**src/rtl/traffic_light_ctrl_param.sv**
```systemverilog
// Round-robin N-approach intersection controller: green/yellow/all-red phases,
// demand skipping, emergency preemption and night flashing mode.
module traffic_light_ctrl_param #(
  parameter int unsigned NUM_WAYS   = 4,
  parameter int unsigned GREEN_CYC  = 20,
  parameter int unsigned YELLOW_CYC = 5,
  parameter int unsigned ALLRED_CYC = 2,
  parameter int unsigned FLASH_HALF = 8,
  localparam int unsigned IW = (NUM_WAYS > 2) ? $clog2(NUM_WAYS) : 1
) (
  input  logic                  clk,
  input  logic                  rst,
  input  logic [NUM_WAYS-1:0]   demand,
  input  logic                  skip_en,
  input  logic                  preempt,
  input  logic [IW-1:0]         preempt_way,
  input  logic                  flash_mode,
  output logic [3*NUM_WAYS-1:0] light,
  output logic [IW-1:0]         active_way,
  output logic [1:0]            phase
);

  localparam int unsigned MAX_GY  = (GREEN_CYC > YELLOW_CYC) ? GREEN_CYC : YELLOW_CYC;
  localparam int unsigned MAX_AF  = (ALLRED_CYC > FLASH_HALF) ? ALLRED_CYC : FLASH_HALF;
  localparam int unsigned MAX_DUR = (MAX_GY > MAX_AF) ? MAX_GY : MAX_AF;
  localparam int unsigned TW      = $clog2(MAX_DUR) + 1;

  localparam logic [TW-1:0] G_LAST = TW'(GREEN_CYC - 1);
  localparam logic [TW-1:0] Y_LAST = TW'(YELLOW_CYC - 1);
  localparam logic [TW-1:0] A_LAST = TW'(ALLRED_CYC - 1);
  localparam logic [TW-1:0] F_LAST = TW'(FLASH_HALF - 1);
  localparam logic [IW:0]   NW_EXT = (IW + 1)'(NUM_WAYS);
  localparam logic [IW-1:0] W_LAST = IW'(NUM_WAYS - 1);

  typedef enum logic [1:0] {
    PH_GREEN  = 2'b00,
    PH_YELLOW = 2'b01,
    PH_ALLRED = 2'b10,
    PH_FLASH  = 2'b11
  } phase_e;

  phase_e        phase_q, phase_d;
  logic [IW-1:0] way_q, way_d;
  logic [TW-1:0] tmr_q, tmr_d;
  logic          blink_q, blink_d;
  logic          fexit_q, fexit_d;

  logic          pre_vld;
  logic [IW-1:0] next_way;
  logic [IW-1:0] skip_way;
  logic [IW-1:0] idx;

  assign pre_vld  = preempt && ({1'b0, preempt_way} < NW_EXT);
  assign next_way = (way_q == W_LAST) ? '0 : way_q + 1'b1;

  // Scan downward so the nearest approach after the current one wins.
  always_comb begin
    skip_way = next_way;
    idx      = '0;
    for (int unsigned k = NUM_WAYS; k > 0; k--) begin
      idx = IW'((32'(way_q) + k) % NUM_WAYS);
      if (demand[idx]) skip_way = idx;
    end
  end

  always_ff @(posedge clk) begin
    if (rst) begin
      phase_q <= PH_GREEN;
      way_q   <= '0;
      tmr_q   <= '0;
      blink_q <= 1'b1;
      fexit_q <= 1'b0;
    end else begin
      phase_q <= phase_d;
      way_q   <= way_d;
      tmr_q   <= tmr_d;
      blink_q <= blink_d;
      fexit_q <= fexit_d;
    end
  end

  always_comb begin
    phase_d = phase_q;
    way_d   = way_q;
    tmr_d   = tmr_q + 1'b1;
    blink_d = blink_q;
    fexit_d = fexit_q;
    unique case (phase_q)
      PH_GREEN: begin
        if (flash_mode || (pre_vld && (preempt_way != way_q))) begin
          phase_d = PH_YELLOW;
          tmr_d   = '0;
        end else if (pre_vld) begin
          // Preempt toward the current owner freezes the timer; counting resumes later.
          tmr_d = tmr_q;
        end else if (tmr_q == G_LAST) begin
          phase_d = PH_YELLOW;
          tmr_d   = '0;
        end
      end
      PH_YELLOW: begin
        if (tmr_q == Y_LAST) begin
          phase_d = PH_ALLRED;
          tmr_d   = '0;
        end
      end
      PH_ALLRED: begin
        if (tmr_q == A_LAST) begin
          tmr_d   = '0;
          fexit_d = 1'b0;
          if (flash_mode) begin
            phase_d = PH_FLASH;
            blink_d = 1'b1;
          end else begin
            phase_d = PH_GREEN;
            if (fexit_q)                    way_d = '0;
            else if (pre_vld)               way_d = preempt_way;
            else if (skip_en && |demand)    way_d = skip_way;
            else                            way_d = next_way;
          end
        end
      end
      PH_FLASH: begin
        if (!flash_mode) begin
          phase_d = PH_ALLRED;
          tmr_d   = '0;
          fexit_d = 1'b1;
        end else if (tmr_q == F_LAST) begin
          tmr_d   = '0;
          blink_d = ~blink_q;
        end
      end
      default: phase_d = PH_GREEN;
    endcase
  end

  always_comb begin
    light = '0;
    for (int unsigned i = 0; i < NUM_WAYS; i++) begin
      unique case (phase_q)
        PH_GREEN:  light[3*(NUM_WAYS-1-i) +: 3] = (IW'(i) == way_q) ? 3'b100 : 3'b001;
        PH_YELLOW: light[3*(NUM_WAYS-1-i) +: 3] = (IW'(i) == way_q) ? 3'b010 : 3'b001;
        PH_ALLRED: light[3*(NUM_WAYS-1-i) +: 3] = 3'b001;
        PH_FLASH:  light[3*(NUM_WAYS-1-i) +: 3] = blink_q ? 3'b010 : 3'b000;
        default:   light[3*(NUM_WAYS-1-i) +: 3] = 3'b001;
      endcase
    end
  end

  assign active_way = way_q;
  assign phase      = phase_q;

endmodule

```
**config.mk**
```make
export PLATFORM = sky130hd
export DESIGN_NAME = traffic_light_ctrl_param
export DESIGN_NICKNAME = d
export VERILOG_FILES = /design/src/rtl/traffic_light_ctrl_param.sv
export SDC_FILE = /design/constraint.sdc
export NUM_CORES = 1
export LEC_CHECK = 0
export BUFFER_PORTS_ARGS = -buffer_cell sky130_fd_sc_hd__buf_2
export CAP_MARGIN = 5
export CELL_PAD_IN_SITES_DETAIL_PLACEMENT = 1
export CELL_PAD_IN_SITES_GLOBAL_PLACEMENT = 1
export CORE_MARGIN = 3
export CORE_UTILIZATION = 25
export CTS_CLUSTER_DIAMETER = 150
export DETAILED_ROUTE_END_ITERATION = 7
export PLACE_DENSITY_LB_ADDON = 0.1
export SYNTH_ARGS = -nofsm -noshare
export SYNTH_HDL_FRONTEND = slang
export SYNTH_SLANG_ARGS = --single-unit
```
**constraint.sdc**
```tcl
create_clock -name clk -period 3.25 [get_ports clk]
set_clock_uncertainty 0.05 [all_clocks]
set_input_delay 0 -clock clk [delete_from_list [all_inputs] [get_ports clk]]
set_output_delay 0 -clock clk [all_outputs]
set_load 0.02 [all_outputs]
```
After elaboration in Yosys (flattened, before gate mapping)
Cells that the tools add are included.
{ "classes": {"n_reduce_logical": 11, "n_bitwise": 2, "magnitude_cmp": 4, "n_eq_ne": 20, "mux": 53, "n_addsub": 6} }
{ "op_table": {"columns": ["cell", "n"], "rows": [
  ["one-hot mux 3 bit (4 select lines)", 4],
  ["2-to-1 mux 6 bit", 7],
  ["2-to-1 mux 2 bit", 20],
  ["one-hot mux 6 bit (4 select lines)", 1],
  ["== test 6 x 3 -> 1 bit, second input constant", 2],
  ["less-than comparator 2 x 3 -> 1 bit, second input constant", 4],
  ["2-to-1 mux 3 bit", 4],
  ["inequality test 2 bit, second input constant", 6],
  ["2-to-1 mux 1 bit", 10],
  ["AND reduction 5 bit", 2],
  ["binary-select mux 1 bit (select 2 bit)", 4],
  ["one-hot mux 2 bit (4 select lines)", 1],
  ["adder 2 x 1 -> 2 bit, second input constant", 3],
  ["adder 6 x 1 -> 6 bit, second input constant", 1],
  ["== test 2 bit, second input constant", 3],
  ["== test 6 x 1 -> 1 bit, second input constant", 1],
  ["== test 6 x 5 -> 1 bit, second input constant", 1],
  ["inequality test 3 bit, second input constant", 2],
  ["AND reduction 3 bit", 2],
  ["adder 2 bit, second input constant", 2],
  ["== test 2 bit, first input constant", 2],
  ["zero test 2 bit", 2],
  ["one-hot mux 1 bit (2 select lines)", 2],
  ["OR reduction 4 bit", 1],
  ["other kinds (7)", 9]
]} }
{ "totals": {"word_cells": 101, "input_bits": 11, "regBits": 12, "out_inout_bits": 16} }

Logic depth before layout (Yosys ltp)
Gate-level depths: netlist of the first run.
{ "logic_depth": {"ltp_word": 10, "depth_mapped": 8} }

Least setup slack after synthesis of the first run
No wires, ideal clock.
{ "synth_path": {"path_kind": "register to register", "startpoint": "register way_q[0], in the netlist active_way[0]", "endpoint": "register way_q[0], in the netlist active_way[0]", "slack_ns": 1.267, "synth_period_minus_slack_ns": 1.983, "n_path_buf": 1, "setup_time_ns": 0.117, "arrival_time_ns": 1.815, "t_required_ns": 3.083, "stages_incl_launch_ff": 9, "path_cell_list": "dfxtp_1 -> buf_2 -> inv_1 -> ha_1 -> nor2b_1 -> a221oi_1 -> and3_1 -> nor4_1 -> a32o_1"} }
{ "synth_via": {"elab_chain_cells": 10, "word_cells_on_any_way": 22, "cone_classes": "add/sub: 5; eq/ne: 1; mux: 16"} }
{ "synth_lines": {"columns": ["element", "line_no", "rtl"], "rows": [
  ["start, declared", "43", "logic [IW-1:0] way_q, way_d;"],
  ["start signal, assigned", "75", "way_q <= way_d;"],
  ["adder 2 x 1 -> 2 bit", "61", "idx = IW'((32'(way_q) + k) % NUM_WAYS);"],
  ["binary-select mux 1 bit (select 2 bit)", "62", "if (demand[idx]) skip_way = idx;"],
  ["2-to-1 mux 1 bit (not written as such)", "62", null],
  ["2-to-1 mux 2 bit (4 in a row)", "62", null],
  ["2-to-1 mux 2 bit (*)", "118", "else if (skip_en && |demand) way_d = skip_way;"],
  ["2-to-1 mux 2 bit (*)", "117", "else if (pre_vld) way_d = preempt_way;"],
  ["2-to-1 mux 2 bit (*)", "116", "if (fexit_q) way_d = '0;"]
]} }
Every way passes the cells marked *; elsewhere a longest branch is shown, timed or not. The select of a mux whose other input is x is not followed.
A chain may end at the register's enable or synchronous reset.

Final worst setup path of the first run
Ends and elaborated chain as after synthesis.

==> run_results.csv, run 1 <==
group,metric,value,unit
detailed_routing,first_iteration_detailed_routing_drc_count,30,
yosys,synth_area,0.00124,mm²
timing,tns,0,ns
clock_network,cts-root-buf,"sky130_fd_sc_hd__clkbuf_8",
timing,worst-slew-pin-transition,0.645,ns
critical_path,crit_path_max_fanout,15,
critical_path,rr_worst_depth,7,
critical_path,crit_chain,"inv_1 > ha_1 > nor2b_1 > a221oi_1 > and3_1 > nor4_1 > a32o_1",
clock_network,ctsLongestPathBuffers,2,
clock_network,cts_hold_buffers,0,
yosys,synthDistinctLibCells,55,
timing,finalSetupViolCount,0,
global_routing,track_usage,12.4,%
yosys,synth_top_cell_by_area,"sky130_fd_sc_hd__dfxtp_1",
detailed_routing,drt_drc_violations_left,0,
critical_path,cp.depth,7,
clock_network,cts_inserted_buffers,3,
clock_network,h_tree_depth_reported_by_cts,1,
timing,hold_fails_final_rpt,0,
global_routing,first_global_vias,1205,
yosys,post_synth_main_area_contributors,"sky130_fd_sc_hd__dfxtp_1 19%, sky130_fd_sc_hd__ha_1 7.0%, sky130_fd_sc_hd__a21oi_1 4.0%",
cells_and_area,antenna_cells,0,
clock_network,post_cts.repair.setup_buffers,0,
critical_path,critPathKind,"reg2reg",
yosys,yosys.cell_count.top_type,"sky130_fd_sc_hd__dfxtp_1",
cells_and_area,final_nets,191,
timing,post-route-period-util,66.4,%
timing,maxSlewHeadroom,56.9,%
detailed_routing,detail_route.wl_per_cell,15.0,µm
yosys,synth_top_area_share,19.3,%
placed_design,port_buffers,26,
global_routing,grt_first_pass_wirelength,5950,µm
critical_path,critical_path.top_delay_family,"flip-flops",
hold_path,worst_hold_path_type,"in2reg",
yosys,ffs_latches_synth,12,
pwr,power_per_cell_area,526,mW/mm²
die,ioPinCount,27,
critical_path,worst_stage_delay_on_the_critical_path,0.68,ns
detailed_routing,drtPass1Iterations,4,
placed_design,hpwlAfterDp,2760,µm
flow_run,timing.max_cap.violations,0,
global_routing,globalRouteOverflowTotal,0,
critical_path,startpoint_types,"flip-flop",
detailed_routing,finalWirelength,3570,µm
global_routing,antenna_found_initial,0,
yosys,synth_fp_nets,172,
detailed_routing,ant_nets,0,
hold_path,whs_path_depth,3,
critical_path,critPathBufInv,1,
clock_network,tritoncts_clock_tree,"done",
critical_path,crit_slowest_cell,"sky130_fd_sc_hd__dfxtp_1",
clock_network,worst_setup_hold_path_clk_slew,0.06,ns
detailed_routing,post_drt_via_cell_ratio,5.16,
die,initial_core_util,26.2,%
detailed_routing,vias,1227,
critical_path,critical_path_required,3.33,ns
yosys,edff_count_synth,0,
outcome,outcome,"finished clean",
critical_path,crit_path_end_kind,"flip-flop",
placed_design,place_congestion,0.826,
yosys,synth.top_cells.by_count,"12 x sky130_fd_sc_hd__dfxtp_1, 10 x sky130_fd_sc_hd__a21oi_1, 10 x sky130_fd_sc_hd__nand2_1",
timing,max_freq,0.463,GHz
cells_and_area,layout_cell_share_with_drive_strength_beyond_1,25.7,%
placed_design,placedInstanceArea,0.00140,mm²
cells_and_area,layout.cell_area.non_filler,0.00144,mm²
yosys,avgSynthCellArea,8.08,µm²
clock_network,number_of_sinks_handled_by_clock_tree_synthesis,12,
die,die_height,76.6,µm
die,dieWidth,76.6,µm
timing,final_max_slew_viol_count,0,
clock_network,insertion_delay_of_the_later_clocked_pin_in_the_worst_skew_pair,0.24,ns
cells_and_area,area_growth,15.8,%
pwr,peakVddDrop,0.000218,V
pwr,p_leak,0.531,nW
die,dieArea,0.00586,mm²
clock_network,post_cts_resized,0,
timing,grt_setup_unrepaired,"no",
yosys,yosys_warnings,0,
global_routing,grt_max_degree,22,
yosys,async_reset_ff_share,0,%
die,core_region_area,0.00475,mm²
die,placement_rows,25,
yosys,dominant_synthesized_flop_cell,"sky130_fd_sc_hd__dfxtp_1",
yosys,post_synth_inst_count,154,
yosys,synth_seq_area_share,19.3,%
timing,timing.final.crit_period,2.16,ns
critical_path,cp_data_arrival_time,2.24,ns
power by group:
group | switching (mW) | total, mW | internal (mW)
Combinational | 0.236 | 0.393 | 0.157
Sequential | 0.0606 | 0.229 | 0.168
Clock | 0.0545 | 0.136 | 0.0816
cells by family after synthesis:
group | synth area share (%)
compound gates | 26.1
mux | 5.13
buf+inv | 6.83
xor+xnor | 4.22
simple gates | 31.4
fa+ha+maj | 7.03
flops | 19.3
final cells by class:
class | count | area (µm²)
flip-flops and latches | 12 | 240
inverters | 7 | 26.3
repair buffers | 26 | 130
clock buffers | 3 | 41.3
multi-input cells | 123 | 920
well taps | 67 | 83.8
fillers | 610 | 3310
registers in the layout, summed over array words and instances (netlist names):
| name | cells |
|---|---|
| active_way | 2 |
| blink_q | 1 |
| fexit_q | 1 |
| phase | 2 |
| tmr_q | 6 |
layout by cell type (no fill, tap or decap), types with 2 or more instances in the layout:
cell / netlist / routed
sky130_fd_sc_hd__a21boi_0: 4 / 4
sky130_fd_sc_hd__and3_1: 2 / 2
sky130_fd_sc_hd__nor3_2: 4 / 4
sky130_fd_sc_hd__a21oi_2: 2 / 2
sky130_fd_sc_hd__nand2b_1: 7 / 7
sky130_fd_sc_hd__nor2_1: 8 / 8
sky130_fd_sc_hd__nand2_1: 10 / 10
sky130_fd_sc_hd__and4_1: 2 / 2
sky130_fd_sc_hd__inv_1: 7 / 7
sky130_fd_sc_hd__o21ai_0: 4 / 4
sky130_fd_sc_hd__nor4_1: 2 / 2
sky130_fd_sc_hd__nand3_1: 5 / 5
sky130_fd_sc_hd__nor2b_1: 4 / 4
sky130_fd_sc_hd__xor2_1: 2 / 2
sky130_fd_sc_hd__and2_1: 4 / 4
sky130_fd_sc_hd__dfxtp_1: 12 / 12
sky130_fd_sc_hd__buf_2: 7 / 26
sky130_fd_sc_hd__mux2i_1: 3 / 3
sky130_fd_sc_hd__nor3b_1: 2 / 2
sky130_fd_sc_hd__clkbuf_8: 0 / 3
sky130_fd_sc_hd__xnor2_1: 4 / 4
sky130_fd_sc_hd__nand4_1: 4 / 4
sky130_fd_sc_hd__nor3_1: 4 / 4
sky130_fd_sc_hd__a21oi_1: 10 / 10
sky130_fd_sc_hd__a32o_1: 2 / 2
sky130_fd_sc_hd__ha_1: 7 / 7
stage by stage:
step / power [mW] / worst slack [ns] / std cells / utilization (%) / hold slack, ns
2_1_floorplan: 0.524 / 1.27 / 154 / - / 0.124
3_3_place_gp: 0.621 / 1.12 / 235 / 29.4 / 0.339
3_5_place_dp: 0.631 / 1.05 / 235 / 29.4 / 0.338
4_1_cts: 0.773 / 1.05 / 238 / 30.3 / 0.0816
5_1_grt: 0.820 / 0.894 / 238 / 30.3 / 0.139
6_report: 0.758 / 1.09 / 238 / 30.3 / 0.0836
routing by layer:
| layer | part of all wire (%) | GRT usage (%) | vias up |
|---|---|---|---|
| met3 | 4.3 | 2.72 | 2 |
| li1 | - | - | 603 |
| met4 | 0.53 | 3.08 | 0 |
| met5 | 0 | 0 | - |
| met2 | 45 | 20.1 | 29 |
| met1 | 50 | 16.7 | 593 |
worst min-delay path, delay by kind of cell:
kind,cells,cell delay [ns]
simple gates,1,0.10
compound gates,1,0.08
buf+inv,1,0.14
path summary, 6_finish.rpt:
check | start | endpoint | slack [ns]
setup / recovery | active_way[0]$_SDFFE_PP0P_ | active_way[0]$_SDFFE_PP0P_ | 1.09
hold / removal | flash_mode | tmr_q[2]$_SDFFE_PP0P_ | 0.08
setup reg to reg | active_way[0]$_SDFFE_PP0P_ | active_way[0]$_SDFFE_PP0P_ | 1.09
hold reg to reg | blink_q$_SDFFE_PP1P_ | blink_q$_SDFFE_PP1P_ | 0.49
Note: power is estimated with default switching activity, not from simulation.
==> run 2, diff against run 1 <==
clock period = 1.8 ns   (was 3.25 ns; I/O delays follow)
==> run_results.csv, run 2 (same netlist as run 1, synthesis figures left out) <==
group,metric,value,unit
detailed_routing,drt_drc_violations_left,0,
outcome,outcome,"finished clean",
timing,maxSlewHeadroom,77.2,%
global_routing,track_usage,12.8,%
critical_path,critical_path_required,1.87,ns
critical_path,critPathKind,"reg2reg",
die,dieArea,0.00586,mm²
cells_and_area,layout_cell_share_with_drive_strength_beyond_1,40.5,%
timing,tns,0,ns
cells_and_area,area_growth,34.8,%
clock_network,worst_setup_hold_path_clk_slew,0.05,ns
clock_network,number_of_sinks_handled_by_clock_tree_synthesis,12,
timing,worst-slew-pin-transition,0.342,ns
timing,post-route-period-util,96.0,%
cells_and_area,final_nets,209,
cells_and_area,postLayoutCoreUtil,35.3,%
cells_and_area,final.fill_count,602,
detailed_routing,finalWirelength,3960,µm
clock_network,h_tree_depth_reported_by_cts,1,
global_routing,grt_max_degree,17,
critical_path,crit_path_end_kind,"flip-flop",
detailed_routing,first_iteration_detailed_routing_drc_count,56,
global_routing,grt_first_pass_wirelength,6200,µm
pwr,peakVddDrop,0.000436,V
detailed_routing,post_drt_via_cell_ratio,5.04,
pwr,power,1.59,mW
critical_path,startpoint_types,"flip-flop",
detailed_routing,vias,1296,
cells_and_area,layout.cells.most_common,"sky130_fd_sc_hd__buf_2",
clock_network,cts_inserted_buffers,3,
cells_and_area,largest_register_ff_count,6,
cells_and_area,largest_register,"tmr_q",
clock_network,ctsLongestPathBuffers,2,
placed_design,place_congestion,0.771,
die,ioPinCount,27,
die,dieWidth,76.6,µm
placed_design,port_buffers,26,
die,initial_core_util,26.2,%
global_routing,first_global_vias,1267,
timing,finalSetupViolCount,0,
die,core_region_area,0.00475,mm²
clock_network,cts-root-buf,"sky130_fd_sc_hd__clkbuf_8",
critical_path,critPathCapture,"tmr_q[4]$_SDFFE_PP0P_",
timing,max_freq,0.579,GHz
cells_and_area,antenna_cells,0,
die,die_height,76.6,µm
flow_run,timing.max_cap.violations,0,
pwr,p_leak,0.633,nW
die,placement_rows,25,
timing,final_max_slew_viol_count,0,
critical_path,rr_worst_depth,5,
timing,hold_slack,0.0978,ns
clock_network,insertion_delay_of_the_later_clocked_pin_in_the_worst_skew_pair,0.24,ns
hold_path,worst_hold_path_type,"in2reg",
critical_path,worstSetupStartpoint,"tmr_q[5]$_SDFFE_PP0P_",
critical_path,r2r_start,"tmr_q[5]$_SDFFE_PP0P_",
global_routing,antenna_found_initial,0,
detailed_routing,ant_nets,0,
cells_and_area,fin_cells,257,
critical_path,cp_data_arrival_time,1.80,ns
timing,hold_fails_final_rpt,0,
cells_and_area,commonest_cells_after_routing_fill_and_taps_aside,"26 x sky130_fd_sc_hd__buf_2, 18 x sky130_fd_sc_hd__buf_4, 10 x sky130_fd_sc_hd__nand2_1, 10 x sky130_fd_sc_hd__a21oi_1, 8 x sky130_fd_sc_hd__nor2_1",
detailed_routing,drtPass1Iterations,4,
timing,timing.final.crit_period,1.73,ns
clock_network,cts_hold_buffers,0,
critical_path,setup.reg_to_reg.worst_slack,0.07,ns
global_routing,globalRouteOverflowTotal,0,
critical_path,r2r_end,"tmr_q[4]$_SDFFE_PP0P_",
critical_path,crit_path_max_fanout,5,
detailed_routing,detail_route.wl_per_cell,15.4,µm
placed_design,hpwlAfterDp,3000,µm
clock_network,tritoncts_clock_tree,"done",
pwr,power_per_cell_area,945,mW/mm²
placed_design,place_inst,249,
run 2: worst min-delay path by stage:
stage	cells after the start	from	end
CTS	3	flash_mode	tmr_q[2]$_SDFFE_PP0P_
global placement	3	flash_mode	tmr_q[2]$_SDFFE_PP0P_
global route	3	flash_mode	tmr_q[2]$_SDFFE_PP0P_
finish	3	flash_mode	tmr_q[2]$_SDFFE_PP0P_
floorplan	3	rst	active_way[1]$_SDFFE_PP0P_
detailed placement	3	flash_mode	tmr_q[2]$_SDFFE_PP0P_
run 2: repair_timing:
action,CTS,global route
gates cloned,0,0
resized for setup,2,20
endpoints found under the setup margin,7,10
hold endpoints to repair,0,0
buffers inserted,1,3
pin swaps,2,7
run 2: final cells by class:
type	count	area [µm²]	share of cell area (%)
multi-input combinational	123	997	59.4
timing repair buffer	44	265	15.8
sequential	12	258	15.4
tap	67	83.8	5.00
clock buffer	4	45.0	2.68
inverter	7	28.8	1.72
run 2: worst max-delay path, stage by stage (launching register included):
cell                       delay (ns)
sky130_fd_sc_hd__dfxtp_2         0.36
sky130_fd_sc_hd__nor3_4          0.34
sky130_fd_sc_hd__a21oi_4         0.11
sky130_fd_sc_hd__a221oi_4        0.40
sky130_fd_sc_hd__and3_4          0.29
sky130_fd_sc_hd__nor3_2          0.05
run 2: metrics by stage:
stage               instance area, µm²  setup WS (ns)
detailed placement                1510        -0.0761
floorplan                         1250         0.0475
global placement                  1510         0.0105
global route                      1680        -0.0268
CTS                               1570        0.00216
finish                            1680         0.0722
run 2: power breakdown:
| group | leakage [nW] | switching, mW | internal [mW] | total (mW) |
|---|---|---|---|---|
| combinational | 0.509 | 0.538 | 0.423 | 0.961 |
| clock | 0.0228 | 0.0997 | 0.156 | 0.256 |
| sequential | 0.101 | 0.0575 | 0.311 | 0.368 |
run 2: metal layers:
metal,part of all wire (%),vias to the layer above,GRT usage (%)
met5,0,-,0
met4,0.56,0,2.17
met3,3.8,2,2.96
met2,48,24,21.7
met1,47,631,16.7
li1,-,639,-
